### config.mk
export PLATFORM = sky130hd
export DESIGN_NAME = conv3x3_engine
export DESIGN_NICKNAME = d
export VERILOG_FILES = /design/src/rtl/conv3x3_engine.sv
export SDC_FILE = /design/constraint.sdc
export NUM_CORES = 1
export LEC_CHECK = 0
export CAP_MARGIN = 20
export CORE_MARGIN = 2
export CORE_UTILIZATION = 55
export DETAILED_ROUTE_END_ITERATION = 10
export PLACE_DENSITY = 0.78
export SLEW_MARGIN = 5
export SYNTH_ARGS = -nofsm -noshare
export SYNTH_HDL_FRONTEND = slang
export SYNTH_SLANG_ARGS = --single-unit
export TNS_END_PERCENT = 1
### constraint.sdc
create_clock -name CONV_CLOCK_50 -period 8.54 [get_ports CONV_CLOCK_50]
set_input_delay 1.708 -clock CONV_CLOCK_50 [delete_from_list [all_inputs] [get_ports CONV_CLOCK_50]]
set_output_delay 1.708 -clock CONV_CLOCK_50 [all_outputs]
set_load 0.03 [all_outputs]
### src/rtl/conv3x3_engine.sv
// 3x3 binary-image convolution stage: snapshots an 8x8 bit image and streams
// 36 ReLU-saturated window sums in raster order over a valid/ready handshake.
module conv3x3_engine #(
  parameter int DATAWIDTH_BUS = 8,
  parameter int ACC_WIDTH     = DATAWIDTH_BUS + 4
) (
  input  logic                     CONV_CLOCK_50,
  input  logic                     CONV_RESET_InLow,
  input  logic [DATAWIDTH_BUS-1:0] CONV_Row00_DataInBUS,
  input  logic [DATAWIDTH_BUS-1:0] CONV_Row01_DataInBUS,
  input  logic [DATAWIDTH_BUS-1:0] CONV_Row02_DataInBUS,
  input  logic [DATAWIDTH_BUS-1:0] CONV_Row03_DataInBUS,
  input  logic [DATAWIDTH_BUS-1:0] CONV_Row04_DataInBUS,
  input  logic [DATAWIDTH_BUS-1:0] CONV_Row05_DataInBUS,
  input  logic [DATAWIDTH_BUS-1:0] CONV_Row06_DataInBUS,
  input  logic [DATAWIDTH_BUS-1:0] CONV_Row07_DataInBUS,
  input  logic                     CONV_Start_InHigh,
  input  logic [3:0]               CONV_WeightAddress_InBUS,
  input  logic [DATAWIDTH_BUS-1:0] CONV_New_WeightInBUS,
  input  logic                     CONV_LoadWeight_InLow,
  input  logic                     CONV_Ready_InHigh,
  output logic                     CONV_Valid_OutHigh,
  output logic [DATAWIDTH_BUS-1:0] CONV_Result_DataOutBUS,
  output logic [5:0]               CONV_ResultIndex_OutBUS,
  output logic                     CONV_Busy_OutHigh,
  output logic                     CONV_Done_OutHigh
);

  typedef enum logic [2:0] {
    ST_IDLE = 3'd0,
    ST_SNAP = 3'd1,
    ST_MAC  = 3'd2,
    ST_OUT  = 3'd3,
    ST_DONE = 3'd4
  } state_t;

  localparam logic [2:0] COL_MSB = 3'(DATAWIDTH_BUS - 1);

  // Tap t = 3*i + j decomposed without a divider.
  function automatic logic [1:0] tap_row(input logic [3:0] t);
    case (t)
      4'd0, 4'd1, 4'd2: tap_row = 2'd0;
      4'd3, 4'd4, 4'd5: tap_row = 2'd1;
      default:          tap_row = 2'd2;
    endcase
  endfunction

  function automatic logic [1:0] tap_col(input logic [3:0] t);
    case (t)
      4'd0, 4'd3, 4'd6: tap_col = 2'd0;
      4'd1, 4'd4, 4'd7: tap_col = 2'd1;
      default:          tap_col = 2'd2;
    endcase
  endfunction

  function automatic logic [DATAWIDTH_BUS-1:0] relu_sat(input logic [ACC_WIDTH-1:0] a);
    if (a[ACC_WIDTH-1] || (a == {ACC_WIDTH{1'b0}})) begin
      relu_sat = {DATAWIDTH_BUS{1'b0}};
    end else if (|a[ACC_WIDTH-2:DATAWIDTH_BUS]) begin
      relu_sat = {DATAWIDTH_BUS{1'b1}};
    end else begin
      relu_sat = a[DATAWIDTH_BUS-1:0];
    end
  endfunction

  state_t                          state_q, state_d;
  logic [8:0][DATAWIDTH_BUS-1:0]   w_q, w_d;
  logic [7:0][DATAWIDTH_BUS-1:0]   snap_q, snap_d;
  logic [ACC_WIDTH-1:0]            acc_q, acc_d;
  logic [3:0]                      tap_q, tap_d;
  logic [2:0]                      r_q, r_d, c_q, c_d;
  logic                            valid_q, valid_d;
  logic [DATAWIDTH_BUS-1:0]        result_q, result_d;
  logic [5:0]                      index_q, index_d;
  logic                            busy_q, busy_d;
  logic                            done_q, done_d;

  logic [2:0]                      prow_s, pcol_s;
  logic                            pix_s;
  logic [DATAWIDTH_BUS-1:0]        wsel_s;
  logic [ACC_WIDTH-1:0]            addend_s, acc_sum_s;
  logic [5:0]                      pos_s;

  // Next-state, datapath and output computation.
  always_comb begin
    state_d  = state_q;
    w_d      = w_q;
    snap_d   = snap_q;
    acc_d    = acc_q;
    tap_d    = tap_q;
    r_d      = r_q;
    c_d      = c_q;
    valid_d  = valid_q;
    result_d = result_q;
    index_d  = index_q;
    busy_d   = busy_q;
    done_d   = done_q;

    prow_s    = r_q + {1'b0, tap_row(tap_q)};
    pcol_s    = c_q + {1'b0, tap_col(tap_q)};
    pix_s     = snap_q[prow_s][COL_MSB - pcol_s];
    wsel_s    = w_q[tap_q];
    addend_s  = pix_s ? {{(ACC_WIDTH-DATAWIDTH_BUS){wsel_s[DATAWIDTH_BUS-1]}}, wsel_s}
                      : {ACC_WIDTH{1'b0}};
    acc_sum_s = acc_q + addend_s;
    pos_s     = 6'(r_q) * 6'd6 + 6'(c_q);

    if (!CONV_LoadWeight_InLow && (CONV_WeightAddress_InBUS <= 4'd8) && !busy_q) begin
      w_d[CONV_WeightAddress_InBUS] = CONV_New_WeightInBUS;
    end else begin
      w_d = w_q;
    end

    case (state_q)
      ST_IDLE: begin
        if (CONV_Start_InHigh) begin
          state_d = ST_SNAP;
          busy_d  = 1'b1;
        end else begin
          state_d = ST_IDLE;
        end
      end
      ST_SNAP: begin
        snap_d  = {CONV_Row07_DataInBUS, CONV_Row06_DataInBUS, CONV_Row05_DataInBUS,
                   CONV_Row04_DataInBUS, CONV_Row03_DataInBUS, CONV_Row02_DataInBUS,
                   CONV_Row01_DataInBUS, CONV_Row00_DataInBUS};
        acc_d   = {ACC_WIDTH{1'b0}};
        tap_d   = 4'd0;
        r_d     = 3'd0;
        c_d     = 3'd0;
        state_d = ST_MAC;
      end
      ST_MAC: begin
        acc_d = acc_sum_s;
        if (tap_q == 4'd8) begin
          result_d = relu_sat(acc_sum_s);
          index_d  = pos_s;
          valid_d  = 1'b1;
          state_d  = ST_OUT;
        end else begin
          tap_d = tap_q + 4'd1;
        end
      end
      ST_OUT: begin
        if (CONV_Ready_InHigh) begin
          valid_d = 1'b0;
          if (index_q == 6'd35) begin
            done_d  = 1'b1;
            state_d = ST_DONE;
          end else begin
            if (c_q == 3'd5) begin
              c_d = 3'd0;
              r_d = r_q + 3'd1;
            end else begin
              c_d = c_q + 3'd1;
            end
            acc_d   = {ACC_WIDTH{1'b0}};
            tap_d   = 4'd0;
            state_d = ST_MAC;
          end
        end else begin
          state_d = ST_OUT;
        end
      end
      ST_DONE: begin
        done_d  = 1'b0;
        busy_d  = 1'b0;
        state_d = ST_IDLE;
      end
      default: begin
        state_d = ST_IDLE;
        valid_d = 1'b0;
        busy_d  = 1'b0;
        done_d  = 1'b0;
      end
    endcase
  end

  // State, kernel, snapshot and registered outputs.
  always_ff @(posedge CONV_CLOCK_50 or negedge CONV_RESET_InLow) begin
    if (!CONV_RESET_InLow) begin
      state_q  <= ST_IDLE;
      w_q      <= '0;
      snap_q   <= '0;
      acc_q    <= {ACC_WIDTH{1'b0}};
      tap_q    <= 4'd0;
      r_q      <= 3'd0;
      c_q      <= 3'd0;
      valid_q  <= 1'b0;
      result_q <= {DATAWIDTH_BUS{1'b0}};
      index_q  <= 6'd0;
      busy_q   <= 1'b0;
      done_q   <= 1'b0;
    end else begin
      state_q  <= state_d;
      w_q      <= w_d;
      snap_q   <= snap_d;
      acc_q    <= acc_d;
      tap_q    <= tap_d;
      r_q      <= r_d;
      c_q      <= c_d;
      valid_q  <= valid_d;
      result_q <= result_d;
      index_q  <= index_d;
      busy_q   <= busy_d;
      done_q   <= done_d;
    end
  end

  assign CONV_Valid_OutHigh      = valid_q;
  assign CONV_Result_DataOutBUS  = result_q;
  assign CONV_ResultIndex_OutBUS = index_q;
  assign CONV_Busy_OutHigh       = busy_q;
  assign CONV_Done_OutHigh       = done_q;

endmodule
==> results of run 1 <==
-- synth_stat cells, drive strengths merged (11+ instances only) --
master  instances  share of area, %
mux2i          11               1.2
nand2b         11              0.78
nor2           26               1.2
a22o           18               1.8
dfrtp         178                50
inv            11              0.47
a21oi          23               1.4
buf            11              0.78
nand2          27               1.2
mux4           34               8.7
clkbuf         14              0.59
o21ai          19               1.1
ha             22               3.1
mux2          141                18
-- registers in the layout, summed over array words and instances (netlist names) --
| register | flops |
|---|---|
| state_q | 3 |
| tap_q | 4 |
| CONV_Valid_OutHigh | 1 |
| CONV_Done_OutHigh | 1 |
| r_q | 3 |
| CONV_Result_DataOutBUS | 8 |
| CONV_ResultIndex_OutBUS | 6 |
| w_q | 72 |
| acc_q | 12 |
| c_q | 3 |
| CONV_Busy_OutHigh | 1 |
| snap_q | 64 |
-- worst max path at each step --
| stage | from | to | slack (ps) | depth (start not counted) |
|---|---|---|---|---|
| after detailed placement | tap_q[1] | CONV_Result_DataOutBUS[1] | 1740 | 23 |
| final | tap_q[1] | CONV_Result_DataOutBUS[5] | 1670 | 23 |
| after global routing | tap_q[1] | CONV_Result_DataOutBUS[4] | 1250 | 23 |
| after global placement | tap_q[1] | CONV_Result_DataOutBUS[7] | 1970 | 23 |
| after CTS | tap_q[1] | CONV_Result_DataOutBUS[1] | 1680 | 23 |
| after floorplan | tap_q[0] | CONV_Result_DataOutBUS[7] | 2200 | 25 |
-- routing by layer --
metal	vias up	wire length, um
met4	0	439
met2	139	9470
met5	-	0
met3	36	659
li1	2597	-
met1	2913	8460
-- power by group --
| group | internal (mW) | switching, mW |
|---|---|---|
| clock network | 0.424 | 0.319 |
| logic | 0.812 | 0.785 |
| registers | 1.11 | 0.172 |
-- logic make-up after synthesis --
| family | share of synthesized area (%) |
|---|---|
| multiplexers | 27.8 |
| flip-flops | 50.2 |
| AND/OR/NAND/NOR | 7.15 |
| AO/OA/AOI/OAI | 6.57 |
| buffers and inverters | 1.83 |
| adder cells (fa/ha/maj) | 4.23 |
| XOR/XNOR | 2.16 |
-- cell type report --
class                   instances  area [um2]
clock buffers                  24         482
clock inverters                 8        78.8
fillers                      1119        5230
inverters                      11        41.3
multi-input cells             430        4260
flip-flops and latches        178        4450
well taps                     216         270
repair buffers                103        1020
-- critical path, stage by stage (launching register included) --
cell and delay (ps):
dfrtp_1 380, buf_4 240, inv_1 110, ha_1 210
nor2_1 80, a211oi_1 280, ha_1 200, inv_1 50
fa_1 1030, mux4_2 400, mux4_1 550, or2_4 260
a21oi_4 250, nor4_1 110, ha_1 250, fa_1 410
a21o_1 180, a21oi_1 310, o211ai_1 180, a21oi_1 250
o311ai_1 130, nor3_1 530, nand2b_1 110, a22o_1 220
==> impl_metrics.yaml, run 1 <==
timing:
  totalNegativeSetupSlack_ps: 0
  period_minus_slack_ps: 6870
  setup_ws_ps: 1670
  worst_hold_slack_ps: 485
  post-route-period-util_pct: 80.4
  drv_slew: 0
  relSlewSlack_pct: 44.0
  skew_ps: 7.59
  rsz0062_at_grt: "no"
  setup_violations: 0
  max_slew.worst_pin.slew_ps: 838
  finalHoldViolations: 0
  max_freq_mhz: 146
grt:
  grtUsageTotal_pct: 24.1
  use_met2_pct: 40.1
  grt_pass1_wl_um: 31100
  grtUsageMet1_pct: 31.8
  antenna_found_initial: 0
  top_usage_layer: "met2"
  grt.met3_usage_pct: 4.23
  grt.overflow.total: 0
  grt_pass1_vias: 6107
  grt_start_max_net_pins: 76
logic_synthesis:
  synth.distinct_cells: 61
  synth.avg_cell_area_um2: 13.8
  yosysSeqAreaShare_pct: 50.2
  yosys_warnings: 0
  synth_nets: 752
  synthFlopType: "dfrtp_1"
  ys_async_sr_fraction_pct: 100
  ys_seq_elements: 178
  synth_enable_flop_cells: 0
  netlist_area_um2: 8870
  postSynthCellCount: 644
drt:
  viasPerCell: 5.86
  drtPass1Iterations: 5
  drc: 0
  vias: 5685
  wl_per_cell_um: 19.6
  drt_iter0_drc: 382
  drt-total-wl_um: 19000
  antenna_left: 0
place:
  dpl_worst_slack_ps: 1740
  place_area_um2: 10000
  io_buffers: 97
  place_congestion: 0.899
  dpl.cell_count: 938
  place_hpwl_um: 13800
setup_path:
  crit_type: "register to register"
  reg2reg_to: "CONV_Result_DataOutBUS[5]"
  end_kind: "register"
  required_ps: 8850
  crit_arrival_ps: 7180
  reg2reg_depth: 23
  start_kind: "register"
  crit_fanout: 22
  r2r_slack_ps: 1670
  r2r-start: "tap_q[1]"
clock_tree:
  cts.sinks: 178
  cts_tree: "built"
  cts_hold_buf: 0
  clock_latency_ps: 430
  root_buffer: "clkbuf_16"
  ctsResizeCount: 0
  clkTransAtPathRegs_ps: 60
  numCtsBuffers: 17
  postCtsSetupBuffers: 0
  cts_buffer_depth: 2
  htreeDepth: 4
finish:
  fin_area_um2: 10600
  instances_no_fill: 970
  drive_gt1_share_pct: 24.1
  nets: 849
  final_common_cell: "dfrtp_1"
  num_antenna_cells: 0
  mostFrequentLayoutCells: "178 x dfrtp_1, 101 x mux2_2, 96 x clkdlybuf4s50_1, 40 x mux2_1, 33 x mux4_2"
  utilization_pct: 67.0
  area_growth_pct: 19.6
power:
  worst_ir_drop_vdd_uv: 236
  total_power_mw: 3.63
  power_per_cell_area_nw_per_um2: 342
  leakagePower_nw: 4.69
run_status:
  status: "finished, final reports clean"
floorplan:
  core_um2: 15800
  start_util_pct: 56.0
  num_rows: 46
  die_h_um: 131
  dieArea_um2: 17200
  io-pin-count: 98
  die_width_um: 131
worst_hold_path:
  holdPathStages: 1
  holdPathEnd: "snap_q[30]"
  hold_start: "snap_q[30]"
  hold_class: "register to register"
flow_run:
  maxCapViolCount: 0
Note: power is estimated with default switching activity, not from simulation.
==> run 2, diff against run 1 <==
clock period = 7.1 ns   (was 8.54 ns; I/O delays follow)
==> run 2 against run 1 <==
Register-to-register slack got worse by 1200 ps; clock power increased by 30%; die area unchanged; sequential share of layout area decreased by 0.17 points; combinational power increased by 21%; via count increased by 1.3%; fmax increased by 4.1%; largest power group unchanged; critical endpoint is now CONV_Result_DataOutBUS[3]; power increased by 22%; core utilization increased by 0.28 points; largest cell class unchanged; final cell count decreased by 0.21%.
==> impl_metrics.yaml, run 2 (synthesis results as in run 1) <==
drt:
  drc: 0
  wl_per_cell_um: 19.8
  drt_iter0_drc: 486
  drtPass1Iterations: 5
  vias: 5759
  antenna_left: 0
  viasPerCell: 5.95
  drt-total-wl_um: 19200
setup_path:
  reg2reg_depth: 22
  required_ps: 7410
  start_kind: "register"
  end_kind: "register"
  crit_arrival_ps: 6910
  crit_fanout: 16
  r2r_slack_ps: 500
  crit_type: "register to register"
timing:
  setup_violations: 0
  totalNegativeSetupSlack_ps: 0
  skew_ps: 8.12
  drv_slew: 0
  max_slew.worst_pin.slew_ps: 961
  finalHoldViolations: 0
  period_minus_slack_ps: 6600
  relSlewSlack_pct: 35.9
  max_freq_mhz: 152
  post-route-period-util_pct: 92.9
  rsz0062_at_grt: "no"
finish:
  area_growth_pct: 20.0
  fillCellCount: 1086
  top_register: "w_q"
  seq_area_um2: 4450
  multi_input_area_um2: 4260
  drive_gt1_share_pct: 24.5
  num_antenna_cells: 0
  fin_area_um2: 10600
  instances_no_fill: 968
  largest_reg_flops: 72
  nets: 849
  reg_top3: "w_q: 72 flops, snap_q: 64 flops, acc_q: 12 flops"
  utilization_pct: 67.3
  mostFrequentLayoutCells: "178 x dfrtp_1, 101 x mux2_2, 96 x clkdlybuf4s50_1, 40 x mux2_1, 33 x mux4_2"
  final_common_cell: "dfrtp_1"
floorplan:
  die_width_um: 131
  io-pin-count: 98
  die_h_um: 131
  num_rows: 46
  dieArea_um2: 17200
  core_um2: 15800
  start_util_pct: 56.0
place:
  io_buffers: 97
  place_area_um2: 10000
  place_congestion: 0.914
  place_hpwl_um: 13700
  dpl.cell_count: 938
grt:
  grt_start_max_net_pins: 106
  antenna_found_initial: 0
  grt_pass1_vias: 6189
  grt_pass1_wl_um: 31600
  grt.overflow.total: 0
  grtUsageTotal_pct: 24.1
clock_tree:
  clkTransAtPathRegs_ps: 70
  cts_buffer_depth: 2
  htreeDepth: 4
  cts.sinks: 178
  cts_hold_buf: 0
  numCtsBuffers: 17
  ctsResizeCount: 0
  postCtsSetupBuffers: 0
  cts_tree: "built"
  root_buffer: "clkbuf_16"
  clock_latency_ps: 430
worst_hold_path:
  holdPathStages: 1
  hold_class: "register to register"
power:
  leakagePower_nw: 4.71
  worst_ir_drop_vdd_uv: 219
  power_per_cell_area_nw_per_um2: 417
run_status:
  status: "finished, final reports clean"
flow_run:
  maxCapViolCount: 0
## run 2: stage by stage
| step | setup WS [ps] | hold slack [ps] | total power [mW] |
|---|---|---|---|
| floorplan | 764 | 452 | 3.01 |
| global placement | 743 | 462 | 3.39 |
| detailed placement | 532 | 474 | 3.49 |
| CTS | 512 | 490 | 4.46 |
| global route | 105 | 505 | 4.71 |
| finish | 504 | 484 | 4.44 |
## run 2: final timing paths
kind | start | to
worst min-delay path | snap_q[34] | snap_q[34]
worst min register to register | snap_q[34] | snap_q[34]
max in group asynchronous | CONV_RESET_InLow | snap_q[29]
worst max-delay path | tap_q[0] | CONV_Result_DataOutBUS[3]
worst max register to register | tap_q[0] | CONV_Result_DataOutBUS[3]
min in group asynchronous | CONV_RESET_InLow | w_q[10]
## run 2: routing by layer
layer	wire [um]	vias to the layer above	GRT usage [%]
met5	0	-	0
met3	826	31	4.85
met2	9890	159	41.3
met1	8140	2962	31.1
li1	-	2607	-
met4	298	0	7.32
## run 2: power by group
group	total, mW	leakage [nW]	internal, mW	switching (mW)
sequential	1.54	2.29	1.34	0.206
clock	0.963	0.284	0.571	0.392
combinational	1.93	2.13	0.978	0.952
total	4.44	4.71	2.89	1.55
## run 2: final cells by class
type,count,area share [%]
clock inverter,11,1.42
clock buffer,19,4.25
tap,216,2.54
timing repair buffer,103,9.55
inverter,11,0.388
multi-input combinational,430,40.0
sequential,178,41.8
## run 2: critical path, cell delays in order, from the launching register on
cell and delay [ps]:
dfrtp_1 420, inv_1 120, ha_1 200, nor2_1 60, a211oi_1 260, ha_1 190
inv_1 50, fa_1 970, mux4_2 410, mux4_1 540, or2_4 260, a21oi_4 250
nor4_1 120, ha_1 250, fa_1 410, a21o_1 180, a21oi_1 300, o211a_1 280
o31ai_1 110, xor2_1 170, nor3_1 560, nand2b_1 140, a22o_1 220
==> run 3, diff against run 2 <==
CORE_UTILIZATION = 44   (was 55)
PLACE_DENSITY = not set   (was 0.78)
==> run 3 against run 2 <==
Count of clock-buffer cells in the layout shrank 2; first-iteration DRC count shrank 44%; power decreased by 1.8%; clock skew up 3.1 ps.
==> impl_metrics.yaml, run 3 (synthesis results as in run 1) <==
finish:
  largest_reg_flops: 72
  area_growth_pct: 20.6
  top_register: "w_q"
  fillCellCount: 1664
  final_common_cell: "dfrtp_1"
  drive_gt1_share_pct: 25.2
  reg_top3: "w_q: 72 flops, snap_q: 64 flops, acc_q: 12 flops"
  mostFrequentLayoutCells: "178 x dfrtp_1, 101 x mux2_2, 96 x clkdlybuf4s50_1, 40 x mux2_1, 33 x mux4_2"
  nets: 853
  instances_no_fill: 1023
  num_antenna_cells: 0
drt:
  drc: 0
  wl_per_cell_um: 18.8
  wl_met2_um: 9400
  vias: 5588
  drtPass1Iterations: 4
  top_layer: "met4"
  wl_met3_um: 833
  drt-total-wl_um: 19200
  viasPerCell: 5.46
  drt_iter0_drc: 272
  antenna_left: 0
  wl_met1_um: 8660
grt:
  grt_pass1_vias: 6072
  grt_start_max_net_pins: 96
  grt_pass1_wl_um: 32300
  antenna_found_initial: 0
  grt.overflow.total: 0
  grtUsageTotal_pct: 19.2
flow_run:
  maxCapViolCount: 0
setup_path:
  cpPeakStageDelay_ps: 790
  cp_num_cells: 21
  reg2reg_to: "CONV_Result_DataOutBUS[2]"
  cp-startpoint: "tap_q[0]"
  path_common_cell: "ha_1"
  end_kind: "register"
  crit_type: "register to register"
  start_kind: "register"
  cpLargestDelayFamily: "adder cells"
  crit_buf_inv: 3
  r2r-start: "tap_q[0]"
  r2r_slack_ps: 690
  crit_fanout: 11
  crit_arrival_ps: 6720
  required_ps: 7420
  crit_path_end: "CONV_Result_DataOutBUS[2]"
  slowest_stage: "fa_1"
  reg2reg_depth: 21
  crit_chain: "buf_4 > ha_1 > nor2_1 > a211oi_1 > ha_1 > inv_1 > fa_1 > buf_4 > mux4_2 > mux4_2 > nor3b_4 > nor4_1 > ha_1 > fa_1 > a21o_1 > a21oi_1 > o211a_1 > o31ai_1 > xor2_1 > or4_1 > a22o_1"
power:
  leakagePower_nw: 4.71
  total_power_mw: 4.36
  switchingPower_mw: 1.57
  p_int_mw: 2.79
  swShare_pct: 36.0
  p_clk_share_pct: 20.2
  comb_power_share_pct: 44.3
  seqPwrFrac_pct: 35.5
  power_per_cell_area_nw_per_um2: 408
  worst_ir_drop_vdd_uv: 205
floorplan:
  start_util_pct: 45.3
  num_rows: 51
  core_um2: 19600
  dieArea_um2: 21300
  io-pin-count: 98
  die_width_um: 146
  die_h_um: 146
place:
  dpl.cell_count: 991
  place_congestion: 0.885
  dpl_worst_slack_ps: 509
  place_hpwl_um: 13800
  io_buffers: 97
worst_hold_path:
  hold_start: "snap_q[26]"
  hold_class: "register to register"
clock_tree:
  cts.sinks: 178
  ctsResizeCount: 0
  postCtsSetupBuffers: 0
  htreeDepth: 4
  cts_buffer_depth: 2
  cts_tree: "built"
  cts_hold_buf: 0
  numCtsBuffers: 17
  clkTransAtPathRegs_ps: 70
  clock_latency_ps: 430
  root_buffer: "clkbuf_16"
timing:
  period_minus_slack_ps: 6410
  post-route-period-util_pct: 90.2
  totalNegativeSetupSlack_ps: 0
  rsz0062_at_grt: "no"
  relSlewSlack_pct: 41.8
  setup_violations: 0
  finalHoldViolations: 0
  worst_hold_slack_ps: 486
  max_slew.worst_pin.slew_ps: 873
  setup_ws_ps: 693
  drv_slew: 0
  skew_ps: 11.2
  max_freq_mhz: 156
run_status:
  status: "finished, final reports clean"
==> run 3: power by group through the flow <==
| stage | sequential, mW | combinational (mW) | clock, mW |
|---|---|---|---|
| 3_3_place_gp | 1.56 | 1.89 | 0 |
| 4_1_cts | 1.55 | 1.95 | 0.910 |
| 2_1_floorplan | 1.51 | 1.50 | 0 |
| 5_1_grt | 1.59 | 2.12 | 0.949 |
| 3_5_place_dp | 1.56 | 1.95 | 0 |
| 6_report | 1.55 | 1.93 | 0.882 |
==> run 3: area by class of cell <==
type                            count  area, um2  area share [%]
Clock buffer                       17        425            3.98
Timing Repair Buffer              107       1050            9.79
Clock inverter                     15        129            1.21
Multi-Input combinational cell    430       4260            39.9
Sequential cell                   178       4450            41.7
Tap cell                          265        332            3.10
Inverter                           11       41.3           0.386
==> run 3: worst min-delay path by stage <==
stage          slack (ps)          to  depth (start not counted)
6_report              490  snap_q[26]                          1
5_1_grt               510  snap_q[50]                          1
4_1_cts               490  snap_q[26]                          1
3_5_place_dp          470  snap_q[54]                          1
3_3_place_gp          470  snap_q[61]                          1
2_1_floorplan         450   snap_q[0]                          1
==> run 3: metal layers <==
metal | global-route usage (%) | vias up
li1 | - | 2606
met1 | 25.7 | 2832
met2 | 31.4 | 128
met3 | 4.58 | 22
met4 | 5.83 | 0
met5 | 0 | -
==> run 3: stage by stage <==
stage | area [um2] | utilization, %
after floorplan | 8870 | -
after global placement | 10100 | 51.7
after detailed placement | 10100 | 51.7
after CTS | 10700 | 54.6
after global routing | 10700 | 54.6
final | 10700 | 54.6
